--- src/rtl/calc2_req_arbiter.sv ---
// Four-port request collector feeding a single registered ALU issue interface.
// Each port captures a two-beat command, waits for round-robin issue, and receives its response.
module calc2_req_arbiter (
    input  logic        c_clk,
    input  logic        reset,
    input  logic [3:0]  req1_cmd_in,
    input  logic [31:0] req1_data_in,
    input  logic [1:0]  req1_tag_in,
    input  logic [3:0]  req2_cmd_in,
    input  logic [31:0] req2_data_in,
    input  logic [1:0]  req2_tag_in,
    input  logic [3:0]  req3_cmd_in,
    input  logic [31:0] req3_data_in,
    input  logic [1:0]  req3_tag_in,
    input  logic [3:0]  req4_cmd_in,
    input  logic [31:0] req4_data_in,
    input  logic [1:0]  req4_tag_in,
    output logic [1:0]  out_resp1,
    output logic [31:0] out_data1,
    output logic [1:0]  out_tag1,
    output logic [1:0]  out_resp2,
    output logic [31:0] out_data2,
    output logic [1:0]  out_tag2,
    output logic [1:0]  out_resp3,
    output logic [31:0] out_data3,
    output logic [1:0]  out_tag3,
    output logic [1:0]  out_resp4,
    output logic [31:0] out_data4,
    output logic [1:0]  out_tag4,
    output logic        alu_valid,
    input  logic        alu_ready,
    output logic [3:0]  alu_cmd,
    output logic [31:0] alu_op1,
    output logic [31:0] alu_op2,
    output logic [1:0]  alu_port,
    output logic [1:0]  alu_tag,
    input  logic        alu_rsp_valid,
    input  logic [1:0]  alu_rsp_code,
    input  logic [31:0] alu_rsp_data,
    input  logic [1:0]  alu_rsp_port,
    input  logic [1:0]  alu_rsp_tag,
    output logic [7:0]  drop_cnt
);

    typedef enum logic [1:0] {StIdle, StOp2, StPend, StIssued} slot_state_e;

    logic [3:0]  w_cmd_in  [4];
    logic [31:0] w_data_in [4];
    logic [1:0]  w_tag_in  [4];

    slot_state_e r_state [4];
    slot_state_e w_state_d [4];
    logic [3:0]  r_cmd [4];
    logic [31:0] r_op1 [4];
    logic [31:0] r_op2 [4];
    logic [1:0]  r_tag [4];

    logic [1:0]  r_resp  [4];
    logic [1:0]  w_resp_d [4];
    logic [31:0] r_rdata [4];
    logic [31:0] w_rdata_d [4];
    logic [1:0]  r_rtag  [4];
    logic [1:0]  w_rtag_d [4];

    logic        r_alu_valid;
    logic [3:0]  r_alu_cmd;
    logic [31:0] r_alu_op1;
    logic [31:0] r_alu_op2;
    logic [1:0]  r_alu_port;
    logic [1:0]  r_alu_tag;
    logic [1:0]  r_rr_ptr;

    logic [7:0]  r_drop_cnt;
    logic [7:0]  w_drop_cnt_d;
    logic [3:0]  w_drop;
    logic [2:0]  w_drop_sum;
    logic [8:0]  w_drop_total;

    logic        w_load;
    logic        w_found;
    logic        w_grant;
    logic [1:0]  w_win;
    logic [1:0]  w_idx;

    assign w_cmd_in[0]  = req1_cmd_in;
    assign w_cmd_in[1]  = req2_cmd_in;
    assign w_cmd_in[2]  = req3_cmd_in;
    assign w_cmd_in[3]  = req4_cmd_in;
    assign w_data_in[0] = req1_data_in;
    assign w_data_in[1] = req2_data_in;
    assign w_data_in[2] = req3_data_in;
    assign w_data_in[3] = req4_data_in;
    assign w_tag_in[0]  = req1_tag_in;
    assign w_tag_in[1]  = req2_tag_in;
    assign w_tag_in[2]  = req3_tag_in;
    assign w_tag_in[3]  = req4_tag_in;

    function automatic logic cmd_is_valid(input logic [3:0] cmd);
        return (cmd == 4'd1) || (cmd == 4'd2) || (cmd == 4'd5) || (cmd == 4'd6);
    endfunction

    // The issue register may only reload once its current contents are taken (or it is empty).
    assign w_load  = !r_alu_valid || alu_ready;
    assign w_grant = w_load && w_found;

    // Round-robin search over PEND slots, starting at r_rr_ptr.
    always_comb begin
        w_found = 1'b0;
        w_win   = 2'd0;
        w_idx   = 2'd0;
        for (int i = 0; i < 4; i++) begin
            w_idx = r_rr_ptr + 2'(i);
            if (!w_found && r_state[w_idx] == StPend) begin
                w_found = 1'b1;
                w_win   = w_idx;
            end
        end
    end

    always_comb begin
        for (int p = 0; p < 4; p++) begin
            w_state_d[p] = r_state[p];
            w_resp_d[p]  = 2'd0;
            w_rdata_d[p] = 32'd0;
            w_rtag_d[p]  = 2'd0;
            w_drop[p]    = 1'b0;
            unique case (r_state[p])
                StIdle: begin
                    if (w_cmd_in[p] != 4'd0) w_state_d[p] = StOp2;
                end
                StOp2: begin
                    if (cmd_is_valid(r_cmd[p])) begin
                        w_state_d[p] = StPend;
                    end else begin
                        w_state_d[p] = StIdle;
                        w_resp_d[p]  = 2'd2;
                        w_rtag_d[p]  = r_tag[p];
                    end
                end
                StPend: begin
                    w_drop[p] = (w_cmd_in[p] != 4'd0);
                    if (w_grant && w_win == 2'(p)) w_state_d[p] = StIssued;
                end
                StIssued: begin
                    w_drop[p] = (w_cmd_in[p] != 4'd0);
                    if (alu_rsp_valid && alu_rsp_port == 2'(p)) begin
                        w_state_d[p] = StIdle;
                        w_resp_d[p]  = alu_rsp_code;
                        w_rdata_d[p] = alu_rsp_data;
                        w_rtag_d[p]  = alu_rsp_tag;
                    end
                end
                default: w_state_d[p] = StIdle;
            endcase
        end
    end

    always_comb begin
        w_drop_sum   = 3'(w_drop[0]) + 3'(w_drop[1]) + 3'(w_drop[2]) + 3'(w_drop[3]);
        w_drop_total = {1'b0, r_drop_cnt} + 9'(w_drop_sum);
        w_drop_cnt_d = (w_drop_total > 9'd255) ? 8'hff : w_drop_total[7:0];
    end

    always_ff @(posedge c_clk or negedge reset) begin
        if (!reset) begin
            for (int p = 0; p < 4; p++) begin
                r_state[p] <= StIdle;
                r_cmd[p]   <= 4'd0;
                r_op1[p]   <= 32'd0;
                r_op2[p]   <= 32'd0;
                r_tag[p]   <= 2'd0;
                r_resp[p]  <= 2'd0;
                r_rdata[p] <= 32'd0;
                r_rtag[p]  <= 2'd0;
            end
            r_drop_cnt <= 8'd0;
        end else begin
            for (int p = 0; p < 4; p++) begin
                r_state[p] <= w_state_d[p];
                r_resp[p]  <= w_resp_d[p];
                r_rdata[p] <= w_rdata_d[p];
                r_rtag[p]  <= w_rtag_d[p];
                if (r_state[p] == StIdle && w_cmd_in[p] != 4'd0) begin
                    r_cmd[p] <= w_cmd_in[p];
                    r_op1[p] <= w_data_in[p];
                    r_tag[p] <= w_tag_in[p];
                end
                if (r_state[p] == StOp2) r_op2[p] <= w_data_in[p];
            end
            r_drop_cnt <= w_drop_cnt_d;
        end
    end

    // An empty load edge clears valid only; payload and pointer are left as they were.
    always_ff @(posedge c_clk or negedge reset) begin
        if (!reset) begin
            r_alu_valid <= 1'b0;
            r_alu_cmd   <= 4'd0;
            r_alu_op1   <= 32'd0;
            r_alu_op2   <= 32'd0;
            r_alu_port  <= 2'd0;
            r_alu_tag   <= 2'd0;
            r_rr_ptr    <= 2'd0;
        end else if (w_load) begin
            r_alu_valid <= w_found;
            if (w_found) begin
                r_alu_cmd  <= r_cmd[w_win];
                r_alu_op1  <= r_op1[w_win];
                r_alu_op2  <= r_op2[w_win];
                r_alu_port <= w_win;
                r_alu_tag  <= r_tag[w_win];
                r_rr_ptr   <= w_win + 2'd1;
            end
        end
    end

    assign alu_valid = r_alu_valid;
    assign alu_cmd   = r_alu_cmd;
    assign alu_op1   = r_alu_op1;
    assign alu_op2   = r_alu_op2;
    assign alu_port  = r_alu_port;
    assign alu_tag   = r_alu_tag;
    assign drop_cnt  = r_drop_cnt;

    assign out_resp1 = r_resp[0];
    assign out_data1 = r_rdata[0];
    assign out_tag1  = r_rtag[0];
    assign out_resp2 = r_resp[1];
    assign out_data2 = r_rdata[1];
    assign out_tag2  = r_rtag[1];
    assign out_resp3 = r_resp[2];
    assign out_data3 = r_rdata[2];
    assign out_tag3  = r_rtag[2];
    assign out_resp4 = r_resp[3];
    assign out_data4 = r_rdata[3];
    assign out_tag4  = r_rtag[3];

endmodule

--- config.mk ---
export PLATFORM = sky130hd
export DESIGN_NAME = calc2_req_arbiter
export DESIGN_NICKNAME = d
export VERILOG_FILES = /design/src/rtl/calc2_req_arbiter.sv
export SDC_FILE = /design/constraint.sdc
export NUM_CORES = 1
export LEC_CHECK = 0
export CORE_AREA = 5 5 218 220
export CTS_CLUSTER_DIAMETER = 80
export DETAILED_ROUTE_END_ITERATION = 6
export DIE_AREA = 0 0 223 225
export GPL_ROUTABILITY_DRIVEN = 0
export HOLD_SLACK_MARGIN = 0.02
export PLACE_DENSITY = 0.74
export SLEW_MARGIN = 0
export SYNTH_ARGS = -nofsm -noshare
export SYNTH_HDL_FRONTEND = slang
export SYNTH_SLANG_ARGS = --single-unit
--- constraint.sdc ---
create_clock -name c_clk -period 6.65 [get_ports c_clk]
set_clock_uncertainty 0.1 [all_clocks]
set_input_delay 1.995 -clock c_clk [delete_from_list [all_inputs] [get_ports c_clk]]
set_output_delay 1.995 -clock c_clk [all_outputs]
set_load 0.02 [all_outputs]
# Yosys cells after proc, flatten, opt, wreduce, memory -nomap -nowiden
# Index checks and enable logic that the tools add are counted.
[word_totals] reg_bits=515 in_bits=194 out_inout_bits=225 wordCells=250
[op_classes] add_sub_neg=8 order_cmp=6 n_eq_ne=50 n_mux=89 n_bitwise=5 n_reduce_logical=52
[op_table] cell="$mux W32" n=12
[op_table] cell="$bmux W32 S2" n=2
[op_table] cell="$mux W2" n=46
[op_table] cell="$eq A2 B2 Y1 const B" n=16
[op_table] cell="$eq A4 B3 Y1 const B" n=8
[op_table] cell="$pmux W2 S2" n=8
[op_table] cell="$pmux W2 S4" n=4
[op_table] cell="$bmux W2 S2" n=5
[op_table] cell="$ne A2 B2 Y1 const B" n=10
[op_table] cell="$eq A4 B1 Y1 const B" n=4
[op_table] cell="$eq A4 B2 Y1 const B" n=4
[op_table] cell="$logic_and A1 B1 Y1" n=16
[op_table] cell="$reduce_bool A4 Y1" n=4
[op_table] cell="$ge A3 B3 Y1 const B" n=5
[op_table] cell="$not A2 Y3" n=5
[op_table] cell="$logic_or A1 B1 Y1" n=13
[op_table] cell="$eq A2 B1 Y1 const B" n=6
[op_table] cell="$logic_not A2 Y1" n=6
[op_table] cell="$reduce_and A3 Y1" n=4
[op_table] cell="$add A8 B3 Y9" n=1
[op_table] cell="$gt A9 B8 Y1 const B" n=1
[op_table] cell="$bmux W4 S2" n=1
[op_table] cell="$mux W1" n=8
[op_table] cell="$mux W4" n=2
[op_table] cell="10 further kinds" n=19

# Depth between registers and ports, before layout
[depth] depth_word=19 depth_mapped=13 ltp_nobuf=9

# Worst setup path after synthesis
# No wires, ideal clock.
[synth_timing] kind="input port to flip-flop" from="in req3_cmd_in[1]" to="reg r_drop_cnt[4] (netlist: drop_cnt[4])" setup_ns=0.119 arrival_ns=4.164 required_ns=6.431 slack_ns=2.267 path_stages=9 n_path_buf=0 path_cell_list="or4_1 nand2_1 fa_1 fa_1 inv_1 fa_1 and3_1 nand3_1 o21a_1"
[synth_between] elab_chain_cells=7
[synth_rtl] element="start: declaration" line_no="12" source="input logic [3:0] req3_cmd_in,"
[synth_rtl] element="$reduce_bool A4 Y1 (*)" line_no="141, 145"
[synth_rtl] element="$mux W1 (*)"
[synth_rtl] element="$add A2 B1 Y3 (*)" line_no="159" source="w_drop_sum = 3'(w_drop[0]) + 3'(w_drop[1]) + 3'(w_drop[2]) + 3'(w_drop[3]);"
[synth_rtl] element="$add A3 B1 Y3 (*)" line_no="159"
[synth_rtl] element="$add A8 B3 Y9 (*)" line_no="160" source="w_drop_total = {1'b0, r_drop_cnt} + 9'(w_drop_sum);"
[synth_rtl] element="$gt A9 B8 Y1" line_no="161" source="w_drop_cnt_d = (w_drop_total > 9'd255) ? 8'hff : w_drop_total[7:0];"
[synth_rtl] element="$mux W8 (*)" line_no="161"
[synth_rtl] element="via w_drop_cnt_d[4]" line_no="74" source="logic [7:0] w_drop_cnt_d;"
[synth_rtl] element="end signal: assignment" line_no="190" source="r_drop_cnt <= w_drop_cnt_d;"
[synth_rtl] element="end: declaration" line_no="73" source="logic [7:0] r_drop_cnt;"
# Mark *: on every way through the listed nets, which the timed path passes. The rest lies on a longest branch.
# A chain may end at the register's enable or synchronous reset.

# Worst setup path after layout
# Ends and elaborated chain as after synthesis.

==> flow_summary.json <==
{
  "status": "finished clean",
  "clockBufferDepth": 3,
  "syn2layout_area_growth_pct": 31.64,
  "power.leakage_nw": 12.29,
  "setup-tns-final_ns": 0,
  "final_common_cell": "dfrtp_1",
  "drv_cap": 0,
  "hold_path.class": "register to register",
  "crit_path_end_kind": "register",
  "endpoint": "drop_cnt[4]",
  "total_power_w": 0.01378,
  "synth_fp_nets": 1665,
  "cpPeakStageDelay_ns": 0.60,
  "slowest_stage": "or4_1",
  "core_sq_mm": 0.04509,
  "cts.clk_slew.worst_paths_ns": 0.06,
  "track_usage_pct": 22.78,
  "dpl.hpwl_um": 38340,
  "fmax_ghz": 0.2255,
  "worstPathCellList": "clkdlybuf4s50_1, or4_1, nand2_1, fa_1, fa_1, inv_1, fa_1, and3_1, nand3_1, o21a_1",
  "final_nets": 2069,
  "ys_top_cells_by_area": "dfrtp_1 63%, mux2_2 15%, mux2i_1 6.8%",
  "final_cell_mix": "515 x dfrtp_1, 417 x clkdlybuf4s50_1, 266 x mux2_2, 140 x mux2i_1, 116 x nand2_1",
  "die_area_sq_mm": 0.05018,
  "cts_tree": "built",
  "dpl_cell_area_sq_mm": 0.02537,
  "drive_above_1_share_pct": 21.11,
  "period_share_pct": 66.69,
  "cp_max_fo": 6,
  "overflow": 0,
  "root_buffer": "clkbuf_16",
  "port_buffers": 418,
  "synth_top_area_share_pct": 62.52,
  "grt_max_degree": 155,
  "power_density_mw_per_mm2": 507.8,
  "vias": 13450,
  "final-max-slew-violation-count": 0,
  "slew_headroom_pct": 22.76,
  "yosysSeqAreaShare_pct": 62.52,
  "finalSetupViolations": 0,
  "grt_pass1_wl_um": 89080,
  "postCtsHoldBufs": 0,
  "numClockSinks": 515,
  "yosysWarnings": 0,
  "cts_made_buffers": 53,
  "synth-seq-cells": 515,
  "muxShareOfSynthArea_pct": 21.33,
  "synth_compound_area_share_pct": 4.947,
  "wl_per_cell_um": 23.12,
  "rsz0062_at_grt": "false",
  "drtPass1Iterations": 4,
  "cts_resized": 0,
  "reg2reg_depth": 10,
  "ir_drop_mv": 0.7087,
  "ant_nets": 0,
  "critPathMostFrequentCell": "fa_1",
  "synth_cell_type_count": 43,
  "start_util_pct": 45.72,
  "fp.dieW_um": 223,
  "htree_levels": 2,
  "critPathArrivalTime_ns": 4.80,
  "syn_area_sq_mm": 0.02061,
  "startpoint": "req3_cmd_in[1]",
  "place_ws_ns": 1.663,
  "io_pins": 419,
  "vias_per_cell": 5.353,
  "hold_viol": 0,
  "drtIter0Drc": 871,
  "required_ns": 7.02,
  "synth_top_area_cell": "dfrtp_1",
  "fin_crit_ns": 4.435,
  "synthXorXnorAreaFrac_pct": 0.2549,
  "antenna_found_initial": 14,
  "postSynthCellCount": 1463,
  "die_h_um": 225,
  "rows": 78,
  "synthAdderAreaFrac_pct": 0.5949,
  "clock_latency_ns": 0.59,
  "synth_area_per_cell_sq_um": 14.09,
  "rr_endpoint": "r_state[4]",
  "start_kind": "primary input",
  "setup_slack_ns": 2.215,
  "instances_no_fill": 2512,
  "drc": 0,
  "grt_pass1_vias": 14460,
  "reg2reg_from": "r_state[4]",
  "r2r_slack_ns": 3.59,
  "dpl.cell_count": 2412,
  "postRouteWirelength_um": 58080,
  "design_area_sq_mm": 0.02713,
  "synth_top_family_by_area": "multiplexers",
  "crit_type": "primary input to register",
  "worst_slew_pin_slew_ns": 1.159,
  "post-cts-setup-buffer-count": 0,
  "hold_start": "alu_port[0]",
  "synth-simple-area-share_pct": 7.624
}
[through the flow]
stage	hold slack (ns)	utilization, %
CTS	0.3920	60.13
global route	0.4143	60.17
floorplan	0.3450	-
global placement	0.3610	56.28
finish	0.3843	60.18
detailed placement	0.3709	56.28
[layout make-up]
| class | count | area, sq um |
|---|---|---|
| Sequential cell | 515 | 12890 |
| Fill cell | 3556 | 17950 |
| Timing Repair Buffer | 440 | 4417 |
| Antenna cell | 8 | 20.02 |
| Clock inverter | 20 | 198.9 |
| Clock buffer | 72 | 1540 |
| Tap cell | 600 | 750.7 |
| Multi-Input combinational cell | 843 | 7267 |
| Inverter | 14 | 52.55 |
[per-layer routing]
metal / track usage, % / up-vias / wire length [um]
met5: 0 / - / 89
met4: 6.996 / 12 / 1331
met3: 5.757 / 86 / 3904
met2: 38.02 / 441 / 28660
met1: 29.61 / 6941 / 24090
li1: - / 5966 / -
[worst min path at each step]
stage / cells past startpoint / to
after global placement: 2 / r_cmd[2]
final: 2 / alu_port[0]
after global routing: 1 / r_op1[84]
after floorplan: 2 / r_cmd[2]
after CTS: 2 / alu_port[0]
after detailed placement: 2 / alu_op2[31]
[critical path, delay by kind of cell]
family                     cells  cell delay [ns]
adders and majority gates      3             1.16
buffers and inverters          2             0.52
and+or+nand+nor                4             1.01
AOI/OAI and AO/OA              1             0.11
[sequential cells by signal, summed over array words and instances, names as in the netlist, 4 cells and up, named ones only]
name	flops
out_data1	32
drop_cnt	8
alu_op2	32
r_op2	128
out_data3	32
r_state	4
out_data4	32
alu_op1	32
r_op1	128
alu_cmd	4
r_cmd	16
r_tag	8
out_data2	32
[where the power goes]
group          internal [W]  leakage [nW]  switching, W  total [W]
registers           0.00437          6.43      0.000765    0.00514
logic               0.00278          5.00       0.00290    0.00568
clock network       0.00174         0.867       0.00123    0.00296
total               0.00889          12.3       0.00489     0.0138
[synthesized netlist by cell type (all sizes together)]
master,number
nor3,5
nor2b,8
nand4,1
a41oi,1
and3b,1
o311ai,1
and2,100
a31oi,1
and3,37
ha,5
dfrtp,515
a31o,1
nand2,120
or2,1
nand3,3
clkbuf,40
o21a,3
inv,14
a21oi,6
o32a,1
o2111ai,1
fa,3
o22ai,3
a41o,1
a22o,16
nor2,18
xnor2,4
mux2i,140
a21o,4
buf,51
or4,5
nand2b,6
o221ai,70
mux2,266
nor4bb,1
o21ai,8
xor2,2
[cell families (layout without fill, tap and decap cells)]
group           count (synthesis)  count (layout)
other cells                     0               8
fa+ha+maj                       8               8
mux                           406             406
simple gates                  306             306
compound gates                117             117
xor+xnor                        6               6
flops                         515             515
buf+inv                       105             546
Power figures use the tool's default switching activity.
